File: config.mk
export PLATFORM = sky130hd
export DESIGN_NAME = boot_sram_arb
export DESIGN_NICKNAME = d
export VERILOG_FILES = /design/src/rtl/boot_sram_arb.sv
export SDC_FILE = /design/constraint.sdc
export NUM_CORES = 1
export LEC_CHECK = 0
export CAP_MARGIN = 0
export CORE_UTILIZATION = 38
export DETAILED_ROUTE_END_ITERATION = 16
export GPL_TIMING_DRIVEN = 0
export PLACE_DENSITY = 0.65
export SKIP_LAST_GASP = 1
export SLEW_MARGIN = 10
export SYNTH_ARGS = -nofsm -noshare
export SYNTH_HDL_FRONTEND = slang
export SYNTH_SLANG_ARGS = --single-unit
File: constraint.sdc
create_clock -name clk -period 4.6 [get_ports clk]
set_input_delay 0.92 -clock clk [delete_from_list [all_inputs] [get_ports clk]]
set_output_delay 0.92 -clock clk [all_outputs]
set_load 0.005 [all_outputs]
File: src/rtl/boot_sram_arb.sv
// boot_sram_arb: owns the single SRAM port and shares it between the boot-loader
// write stream and the CPU instruction-fetch bus.
//
// Boot writes cannot be back-pressured, so they are absorbed into a small FIFO and
// drained to SRAM one request at a time. The CPU is granted the port only once the
// FIFO has drained; load_done reports that the image is complete and the CPU owns
// the port. A boot write arriving while the CPU owns the port (a reboot) takes the
// port back, letting any in-flight CPU read finish first.
//
// Optional feature (macro BOOT_ARB_STATS_EN): adds output load_cnt, a saturating
// count of SRAM write acceptances since the last reboot or reset.
//
// Ports:
//   clk, rst_n                       clock, asynchronous active-low reset
//   boot_valid/addr/wdata/wstrb      boot write stream, one word per cycle, no ready
//   cpu_i_valid/addr                 CPU fetch request, held until cpu_i_ready
//   cpu_i_rdata, cpu_i_ready         registered fetch data and one-cycle completion pulse
//   sram_valid/addr/wdata/wstrb      SRAM request, held until sram_ready (wstrb 0 = read)
//   sram_rdata, sram_ready           SRAM read data and accept/complete
//   load_done                        boot image written and CPU granted
//   load_cnt                         write acceptances since reboot (BOOT_ARB_STATS_EN only)
//   ovf_err                          sticky boot FIFO overflow
module boot_sram_arb #(
    parameter int unsigned ADDR_W  = 32,
    parameter int unsigned DATA_W  = 32,
    parameter int unsigned FIFO_AW = 2
) (
    input  logic                clk,
    input  logic                rst_n,
    input  logic                boot_valid,
    input  logic [ADDR_W-1:0]   boot_addr,
    input  logic [DATA_W-1:0]   boot_wdata,
    input  logic [DATA_W/8-1:0] boot_wstrb,
    input  logic                cpu_i_valid,
    input  logic [ADDR_W-1:0]   cpu_i_addr,
    output logic [DATA_W-1:0]   cpu_i_rdata,
    output logic                cpu_i_ready,
    output logic                sram_valid,
    output logic [ADDR_W-1:0]   sram_addr,
    output logic [DATA_W-1:0]   sram_wdata,
    output logic [DATA_W/8-1:0] sram_wstrb,
    input  logic [DATA_W-1:0]   sram_rdata,
    input  logic                sram_ready,
    output logic                load_done,
`ifdef BOOT_ARB_STATS_EN
    output logic [15:0]         load_cnt,
`endif
    output logic                ovf_err
);

    localparam int unsigned STRB_W = DATA_W / 8;
    localparam int unsigned DEPTH  = 1 << FIFO_AW;
    localparam logic [FIFO_AW:0] PTR_ONE = {{FIFO_AW{1'b0}}, 1'b1};

    typedef enum logic [1:0] {
        StLoad,
        StRun,
        StFlush
    } state_e;

    state_e state_q, state_d;

    // ------------------------------------------------------------------
    // Boot write FIFO. Pointers carry a wrap bit so full and empty can be
    // told apart when the index bits match.
    // ------------------------------------------------------------------
    logic [ADDR_W-1:0] fifo_addr  [DEPTH];
    logic [DATA_W-1:0] fifo_wdata [DEPTH];
    logic [STRB_W-1:0] fifo_wstrb [DEPTH];

    logic [FIFO_AW:0]   wr_ptr_q, rd_ptr_q;
    logic [FIFO_AW-1:0] wr_idx, rd_idx;
    logic               fifo_empty, fifo_full;
    logic               push, pop, drop;

    // Request register driving the SRAM port.
    logic              req_valid_q;
    logic [ADDR_W-1:0] req_addr_q;
    logic [DATA_W-1:0] req_wdata_q;
    logic [STRB_W-1:0] req_wstrb_q;
    logic              req_cpu_q;

    logic              req_done;
    logic              issue_wr, issue_rd;

    logic              load_done_q, load_done_d;
    logic              ovf_q;
    logic [DATA_W-1:0] rdata_q;
    logic              rready_q;

    assign wr_idx     = wr_ptr_q[FIFO_AW-1:0];
    assign rd_idx     = rd_ptr_q[FIFO_AW-1:0];
    assign fifo_empty = (wr_ptr_q == rd_ptr_q);
    assign fifo_full  = (wr_ptr_q[FIFO_AW] != rd_ptr_q[FIFO_AW]) &&
                        (wr_ptr_q[FIFO_AW-1:0] == rd_ptr_q[FIFO_AW-1:0]);

    assign req_done = req_valid_q && sram_ready;

    // The head entry stays in the FIFO while its request is outstanding and is
    // retired only when the SRAM accepts it.
    assign pop  = req_done && !req_cpu_q;
    // A pop in the same cycle frees a slot, so a full FIFO can still take a push.
    assign push = boot_valid && (!fifo_full || pop);
    assign drop = boot_valid && fifo_full && !pop;

    always_ff @(posedge clk) begin
        if (push) begin
            fifo_addr[wr_idx]  <= boot_addr;
            fifo_wdata[wr_idx] <= boot_wdata;
            fifo_wstrb[wr_idx] <= boot_wstrb;
        end
    end

    always_ff @(posedge clk or negedge rst_n) begin
        if (!rst_n) begin
            wr_ptr_q <= '0;
            rd_ptr_q <= '0;
            ovf_q    <= 1'b0;
        end else begin
            if (push) begin
                wr_ptr_q <= wr_ptr_q + PTR_ONE;
            end
            if (pop) begin
                rd_ptr_q <= rd_ptr_q + PTR_ONE;
            end
            if (drop) begin
                ovf_q <= 1'b1;
            end
        end
    end

    // ------------------------------------------------------------------
    // Arbitration FSM
    // ------------------------------------------------------------------
    always_comb begin
        state_d     = state_q;
        load_done_d = load_done_q;
        issue_wr    = 1'b0;
        issue_rd    = 1'b0;

        unique case (state_q)
            StLoad: begin
                if (!req_valid_q) begin
                    if (!fifo_empty) begin
                        issue_wr = 1'b1;
                    end else if (!boot_valid) begin
                        state_d     = StRun;
                        load_done_d = 1'b1;
                    end
                end
            end

            StRun: begin
                if (boot_valid) begin
                    // Reboot: a read completing this very edge needs no flush.
                    load_done_d = 1'b0;
                    state_d     = (req_valid_q && !sram_ready) ? StFlush : StLoad;
                end else if (cpu_i_valid && !req_valid_q && !rready_q) begin
                    // rready_q high means the CPU is still holding the request it
                    // just had answered; do not fetch it twice.
                    issue_rd = 1'b1;
                end
            end

            StFlush: begin
                if (!req_valid_q || sram_ready) begin
                    state_d = StLoad;
                end
            end

            default: begin
                state_d = StLoad;
            end
        endcase
    end

    always_ff @(posedge clk or negedge rst_n) begin
        if (!rst_n) begin
            state_q     <= StLoad;
            load_done_q <= 1'b0;
        end else begin
            state_q     <= state_d;
            load_done_q <= load_done_d;
        end
    end

    // ------------------------------------------------------------------
    // SRAM request register. Issue only ever happens with no request
    // outstanding, so the next request follows acceptance by one idle cycle.
    // ------------------------------------------------------------------
    always_ff @(posedge clk or negedge rst_n) begin
        if (!rst_n) begin
            req_valid_q <= 1'b0;
            req_addr_q  <= '0;
            req_wdata_q <= '0;
            req_wstrb_q <= '0;
            req_cpu_q   <= 1'b0;
        end else if (req_done) begin
            req_valid_q <= 1'b0;
        end else if (issue_wr) begin
            req_valid_q <= 1'b1;
            req_addr_q  <= fifo_addr[rd_idx];
            req_wdata_q <= fifo_wdata[rd_idx];
            req_wstrb_q <= fifo_wstrb[rd_idx];
            req_cpu_q   <= 1'b0;
        end else if (issue_rd) begin
            req_valid_q <= 1'b1;
            req_addr_q  <= cpu_i_addr;
            req_wdata_q <= '0;
            req_wstrb_q <= '0;
            req_cpu_q   <= 1'b1;
        end
    end

    // Fetch response: registered data and a one-cycle completion pulse.
    always_ff @(posedge clk or negedge rst_n) begin
        if (!rst_n) begin
            rdata_q  <= '0;
            rready_q <= 1'b0;
        end else begin
            rready_q <= req_done && req_cpu_q;
            if (req_done && req_cpu_q) begin
                rdata_q <= sram_rdata;
            end
        end
    end

`ifdef BOOT_ARB_STATS_EN
    logic [15:0] load_cnt_q;

    // Restarts whenever the CPU loses the port to a reboot; no writes happen in
    // RUN so the value naturally holds there.
    always_ff @(posedge clk or negedge rst_n) begin
        if (!rst_n) begin
            load_cnt_q <= '0;
        end else if (state_q == StRun && state_d != StRun) begin
            load_cnt_q <= '0;
        end else if (pop && load_cnt_q != 16'hFFFF) begin
            load_cnt_q <= load_cnt_q + 16'd1;
        end
    end

    assign load_cnt = load_cnt_q;
`endif

    assign sram_valid  = req_valid_q;
    assign sram_addr   = req_addr_q;
    assign sram_wdata  = req_wdata_q;
    assign sram_wstrb  = req_wstrb_q;
    assign cpu_i_rdata = rdata_q;
    assign cpu_i_ready = rready_q;
    assign load_done   = load_done_q;
    assign ovf_err     = ovf_q;

endmodule

# After elaboration in Yosys (flattened, before gate mapping)
# Memory sizes are Yosys's and may differ from the RTL's.
# Index checks and enable logic that the tools add are counted.
# word_totals
reg_bits	113
mem_bits_rw	272
n_memories	3
elab_cells	83
in_bits	137
out_inout_bits	104
# op_classes
n_mux	30
n_eq_ne	10
add_sub_neg	2
reduce_logical	25
n_bitwise	1
# memory_table
name	words	word_bits	read_ports	rd_clocked_by_memory_dff	wr	line_no	text
fifo_addr	4	32	1	0	1	67	logic [ADDR_W-1:0] fifo_addr [DEPTH];
fifo_wdata	4	32	1	0	1	68	logic [DATA_W-1:0] fifo_wdata [DEPTH];
fifo_wstrb	4	4	1	0	1	69	logic [STRB_W-1:0] fifo_wstrb [DEPTH];
# ops
cell	n
$mux 32	4
$mux 1	16
$mux 2	6
$logic_and 1x1->1	10
$ne 2x2->1 const B	5
$reduce_and 5->1	2
$mux 4	2
$add 3x1->3 const B	2
$logic_not 1->1	6
$pmux 2 s3	1
$reduce_bool 2->1	2
$eq 3x3->1	1
$reduce_bool 3->1	1
$eq 2x1->1 const B	1
$eq 2x2->1	1
$eq 2x2->1 const B	1
$logic_not 2->1	1
$logic_or 1x1->1	2
$pmux 1 s2	1
$reduce_and 2->1	1
$ne 1x1->1	1
$not 1->1	1

# Logic depth before layout (Yosys ltp)
# Gate-level depths: netlist of run 1.
# logic_depth
depth_word	9
mapped_depth	7
depth_no_buf	4

# Worst setup path after synthesis of run 1
# Ideal clock, no wire load.
# synth_timing
path_kind	in2reg
from	input sram_ready
to	memory fifo_addr[3][0] (enable)
required_ps	4064
setup_slack_ps	-584
setup_time_ps	536
cell_stages	2
path_buffers	0
arrival_ps	4649
cell_sequence	nand3b_1 > a41oi_1
# synth_via
elab_chain_cells	6
# synth_lines
element	line_no	text
start, declared	43	input logic sram_ready,
$logic_and 1x1->1	97	assign req_done = req_valid_q && sram_ready;
$logic_and 1x1->1	101	assign pop = req_done && !req_cpu_q;
$logic_or 1x1->1	103	assign push = boot_valid && (!fifo_full || pop);
$logic_and 1x1->1	103	
$mux 1	107	if (push) begin
$mux 1 (not written as such)	108	fifo_addr[wr_idx] <= boot_addr;
end, declared	67	
# No other way between the ends.

# Worst setup path in the final report of run 1
# layout_timing
from	input sram_ready
to	memory fifo_wdata[1][14] (enable)
# layout_via
elab_chain_cells	6
# layout_lines
element	line_no	text
$logic_and 1x1->1	97	
$logic_and 1x1->1	101	
$logic_or 1x1->1	103	
$logic_and 1x1->1	103	
$mux 1	107	
$mux 1 (not written as such)	109	fifo_wdata[wr_idx] <= boot_wdata;
end, declared	68	
# No other way between the ends.

==> results.toml, run 1 <==
[outcome]
status = "finished clean"

[cts]
ctsHoldBuffers = 0
cts_resized = 0
clk_pin_slew_ns = 0.06
htreeDepth = 2
cts_tree = "yes"
root_buffer = "clkbuf_16"
cts_buffer_depth = 3
cts.sinks = 385
cts_setup_buffers = 0
numCtsBuffers = 41
worstSkewPairLatency_ns = 0.54

[cells_and_area]
postLayoutCoreUtil_pct = 50.61
mostFrequentLayoutCell = "edfxtp_1"
finalNetCount = 1271
fillCellCount = 3191
final_cell_mix = "272 x edfxtp_1, 239 x clkdlybuf4s50_1, 113 x dfrtp_1"
final_area_um2 = 19650
multi_input_area_um2 = 3615
seqCellArea_um2 = 11000
final_layout_size_suffix_gt1_share_pct = 17.00
area_growth_pct = 30.55

[floorplanning]
core_um2 = 38830
die_area_um2 = 40410
pin_count = 241
rows = 72
start_util_pct = 38.77
fp.dieH_um = 201.0
dieWidth_um = 201.0

[setup_path]
slowest_delay_ns = 0.59
critPathKind = "input pin to flop"
worstSetupEndpointType = "flop"
crit_end = "fifo_wdata[1][14]"
reg2reg_to = "fifo_wdata[1][14]"
r2r_start = "rd_ptr_q[1]"
crit_arrival_ns = 3.26
critPathRequiredTime_ns = 4.80
critPathMaxFanout = 41
rrSetupSlack_ns = 1.83
critical_path.startpoint = "sram_ready"
slowest_stage = "a41oi_1"
startpoint_type = "input pin"
critPathBufInv = 2
cp.depth = 5
worstPathCellList = "clkdlybuf4s50_1 > nand3b_1 > a41oi_1 > and2_4 > buf_16"
critPathTopFamily = "buffers and inverters"
worst-r2r-cell-count = 6

[routing]
drt_iter0_drc = 517
wl_per_cell_um = 22.04
viasPerCell = 5.217
wirelength_um = 37050
drtAntennaViolNets = 0
num_vias = 8770
first_pass_iters = 5
route.detailed.drc = 0

[power_and_ir_drop]
total_power_uw = 13520
ir_drop_v = 0.0003319
p_sw_share_pct = 31.98
clockPowerShare_pct = 23.6
pwr-share-seq_pct = 38.6
power_frac_comb_pct = 37.8
power.density_nw_per_um2 = 687.8
total_leakage_power_uw = 0.007041
p_int_uw = 9194
p_sw_uw = 4322

[sta]
rsz0062_at_grt = "false"
maxSlewHeadroom_pct = 37.42
fin_crit_sh_pct = 66.52
hold_viol_final = 0
hold_ws_ns = 0.3648
period_needed_ns = 3.060
setup_viol = 0
finalSetupTns_ns = 0
clock.fmax_ghz = 0.3268
skew_ns = 0.01476
drv_slew = 0
worst_pin_slew_ns = 0.9356

[grt]
grt_start_max_net_pins = 59
grt_pass1_wl_um = 56170
first_global_vias = 9213
antenna_found_initial = 8
overflow = 0
grt_usage_pct = 18.56

[synthesis]
synth-seq-cells = 385
synthTopCellsByArea = "edfxtp_1 54%, dfrtp_1 19%, mux4_2 10%"
yosys.area.top_type = "edfxtp_1"
ys_warn_count = 0
ys_types = 33
syn_nets = 980
syn-instance-count = 838
synth.avg_cell_area_um2 = 17.96
yosysTopAreaCellShare_pct = 54.26
synth_area_um2 = 15050
ys_seq_area_share_pct = 73.05

[placement]
place_congestion = 0.7674
dpl_cell_area_um2 = 18350
dp_hpwl_um = 24620
portBuffers = 240

[flow_run]
cap_violations = 0

[hold_path]
hold_class = "input pin to asynchronous set/reset pin"
cell type report:
type                       count  share of cell area (%)
timing repair buffer         248                   13.35
inverter                      42                  0.8023
antenna                        4                 0.05094
buffer                        64                   1.579
clock buffer                  51                   5.463
tap                          518                   3.298
sequential                   385                   55.96
multi-input combinational    347                   18.40
clock inverter                22                   1.102
cells in the mapped netlist:
library cell  instances
a31o_1                1
nand3b_1              3
a41o_1                1
mux2i_1              36
ha_1                  5
xor2_1                2
buf_2                14
clkbuf_1             40
nand2b_1              2
nand2_1               6
xnor2_1               6
buf_1                 2
mux2_2               33
o21ai_0              66
nor3_1                1
dfrtp_1             113
buf_6                 6
o21ai_1               4
a41oi_1               4
and2_1                3
a21oi_1               1
mux4_2               68
and3b_1               2
nor2_1                1
a31oi_1              32
a311oi_1             32
inv_1                42
buf_4                 2
nand3_1              34
a21boi_1              1
edfxtp_1            272
or3_1                 2
nor3_2                1
layer usage:
metal,GRT usage (%),up-vias,share of wire [%]
li1,-,3913,-
met1,24.51,4462,42
met2,30.07,304,48
met3,4.432,83,6.8
met4,6.352,8,3.0
met5,0,-,0.16
through the flow:
step / cells / worst slack (ns)
after global placement: 1596 / -2.441
after global routing: 1680 / 1.423
final: 1681 / 1.540
after CTS: 1677 / 1.560
after detailed placement: 1604 / 1.009
after floorplan: 838 / 0.9783
worst min-delay path by stage:
stage                       start               to  slack (ns)  depth (start not counted)
after floorplan           ovf_err          ovf_err        0.46                          1
after global placement    ovf_err          ovf_err        0.45                          1
after detailed placement  ovf_err          ovf_err        0.47                          1
after CTS                   rst_n  cpu_i_rdata[12]        0.37                          1
after global routing        rst_n   sram_wdata[26]        0.41                          1
final                       rst_n  cpu_i_rdata[12]        0.36                          1
state kept, by name (all words and copies together) (netlist names), 2 cells and up:
name / flops
fifo_wdata: 128
fifo_wstrb: 16
rd_ptr_q: 3
cpu_i_rdata: 32
sram_wdata: 32
fifo_addr: 128
wr_ptr_q: 3
sram_addr: 32
state_q: 2
sram_wstrb: 4
worst reg2reg max path, stage by stage (launching register included):
cell     delay, ns
dfrtp_1       0.39
buf_2         0.22
xnor2_1       0.17
buf_2         0.21
a41oi_1       0.54
and2_4        0.56
buf_16        0.32
power groups by stage:
stage	combinational [µW]	sequential, µW	clock [µW]
detailed placement	5190	5280	0
floorplan	2840	5270	0
global route	5530	5310	3410
CTS	5200	5220	3270
finish	5110	5210	3200
global placement	4980	5330	0
cell families after synthesis:
group	synth area share (%)
DFF	73.05
AOI/OAI and AO/OA	5.960
muxes	15.04
buffers and inverters	3.109
and+or+nand+nor	1.962
xor gates and xnor gates	0.4655
adders and majority gates	0.4156
No activity file was read; power rests on OpenSTA's default activity.
==> inputs of run 2 (changes only) <==
==> constraint.sdc (replaced) <==
create_clock -name clk -period 2.71 [get_ports clk]
set_input_delay 0.542 -clock clk [delete_from_list [all_inputs] [get_ports clk]]
set_output_delay 0.542 -clock clk [all_outputs]
set_load 0.005 [all_outputs]
==> run 2 against run 1 <==
  * Largest power group unchanged
  * Sequential share of layout area decreased by 0.31 points
  * Register-to-register slack got worse by 1.7 ns
  * Cell count grew 0.18%
  * Combinational power grew 70%
  * Largest cell class unchanged
  * Setup slack worse by 1.4 ns
  * Worst hold slack better by 0.14 ns
  * Cell area grew 0.55%
==> results.toml, run 2 (synthesis results as in run 1) <==
[power_and_ir_drop]
power.density_nw_per_um2 = 1180
total_leakage_power_uw = 0.007089
total_power_uw = 23310
ir_drop_v = 0.0007281

[placement]
portBuffers = 240
place_congestion = 0.8027
dpl_cell_area_um2 = 18340
dp_hpwl_um = 24100

[sta]
setup_viol = 0
fin_crit_sh_pct = 95.40
maxSlewHeadroom_pct = 45.72
period_needed_ns = 2.585
hold_viol_final = 0
clock.fmax_ghz = 0.3868
skew_ns = 0.01921
worst_pin_slew_ns = 0.8115
drv_slew = 0
rsz0062_at_grt = "true"

[grt]
first_global_vias = 9145
antenna_found_initial = 6
grt_start_max_net_pins = 70
grt_pass1_wl_um = 55800
grt_usage_pct = 18.42
overflow = 0

[cts]
clk_pin_slew_ns = 0.06
numCtsBuffers = 43
cts.sinks = 385
cts_tree = "yes"
cts_buffer_depth = 3
cts_setup_buffers = 0
htreeDepth = 2
root_buffer = "clkbuf_16"
worstSkewPairLatency_ns = 0.55

[cells_and_area]
finalNetCount = 1275
final_cell_mix = "272 x edfxtp_1, 239 x clkdlybuf4s50_1, 113 x dfrtp_1"
postLayoutCoreUtil_pct = 50.89
area_growth_pct = 31.27
antennaDiodeCount = 0
fillCellCount = 3232
mostFrequentLayoutCell = "edfxtp_1"
reg_top3 = "fifo_addr: 128 flops, fifo_wdata: 128 flops"
final_area_um2 = 19760
final_layout_size_suffix_gt1_share_pct = 16.98

[routing]
drtAntennaViolNets = 0
first_pass_iters = 4
route.detailed.drc = 0
viasPerCell = 5.195
num_vias = 8748
wirelength_um = 36660
wl_per_cell_um = 21.77
drt_iter0_drc = 532

[hold_path]
hold_class = "input pin to asynchronous set/reset pin"

[floorplanning]
rows = 72
fp.dieH_um = 201.0
die_area_um2 = 40410
core_um2 = 38830
start_util_pct = 38.77
dieWidth_um = 201.0
pin_count = 241

[setup_path]
worstPathCellList = "buf_2 > xnor2_1 > buf_2 > a41oi_2 > and2_4 > buf_16"
critPathTopFamily = "buffers and inverters"
critPathKind = "flop to flop"
startpoint_type = "flop"
critPathMaxFanout = 45
critPathRequiredTime_ns = 2.92
critPathBufInv = 3
path_common_cell = "buf_2"
slowest_stage = "and2_4"
crit_arrival_ns = 2.80
slowest_delay_ns = 0.51
worstSetupEndpointType = "flop"

[outcome]
status = "finished clean"

[flow_run]
cap_violations = 0
[run 2: cell count changes in the layout (fill, tap and decap cells not counted), sizes merged]
| cell | previous run | this run |
|---|---|---|
| clkinv | 15 | 9 |
| bufinv | 4 | 5 |
| diode | 4 | 0 |
| clkbuf | 91 | 101 |
| clkinvlp | 3 | 2 |
| inv | 42 | 43 |
| and2 | 3 | 4 |
| dlygate4sd3 | 0 | 1 |
[run 2: worst paths after layout]
check | startpoint | to | slack (ns) | depth (start not counted)
setup reg to reg | rd_ptr_q[0] | fifo_addr[0][20] | 0.12 | 6
setup / recovery | rd_ptr_q[0] | fifo_addr[0][20] | 0.12 | 6
max in group asynchronous | rst_n | sram_wdata[2] | 1.46 | 3
min in group clk | cpu_i_rdata[12] | cpu_i_rdata[12] | 0.50 | 1
hold / removal | rst_n | sram_wdata[27] | 0.50 | 2
hold reg to reg | cpu_i_rdata[12] | cpu_i_rdata[12] | 0.50 | 1
[run 2: metrics by stage]
stage          TNS [ns]  hold WS (ns)  instances  setup WS (ns)
6_report              0        0.5000       1684         0.1248
5_1_grt          -2.142        0.5166       1684       -0.03488
4_1_cts               0        0.4935       1684        0.07214
3_5_place_dp     -76.26        0.4913       1604        -0.4881
3_3_place_gp    -810.67        0.4868       1596         -3.932
2_1_floorplan         0        0.2464        838        0.08247
[run 2: final cells by class]
| type | instances | area [µm²] | area share [%] |
|---|---|---|---|
| buffer | 64 | 310.3 | 1.570 |
| clock buffer | 61 | 1184 | 5.990 |
| clock inverter | 17 | 212.7 | 1.076 |
| inverter | 42 | 157.7 | 0.7979 |
| multi-input combinational | 348 | 3630 | 18.37 |
| sequential | 385 | 11000 | 55.65 |
| tap | 518 | 648.1 | 3.280 |
| timing repair buffer | 249 | 2621 | 13.27 |
[run 2: routing by layer]
layer	up-vias	global-route usage (%)	part of all wire (%)
li1	3913	-	-
met5	-	0	0.16
met3	81	3.831	6.1
met4	8	7.088	3.0
met2	300	29.94	49
met1	4446	24.30	42
[run 2: worst reg2reg max path, cell delays in order (launching register included)]
cell and delay [ns]:
dfrtp_1 0.38, buf_2 0.22, xnor2_1 0.17, buf_2 0.22, a41oi_2 0.40, and2_4 0.51, buf_16 0.33
[run 2: power by group]
group          switching (µW)  internal [µW]  total [µW]
Combinational            4460           4210        8670
Clock                    2270           3510        5780
Sequential                652           8200        8860
[run 2: what timing repair did]
item | CTS | global route
pin swaps | 1 | 0
hold buffers | 1 | 0
gates cloned | 1 | 0
resized for setup | 1 | 0
hold endpoints to repair | 44 | 0
setup endpoints to repair | 59 | 92
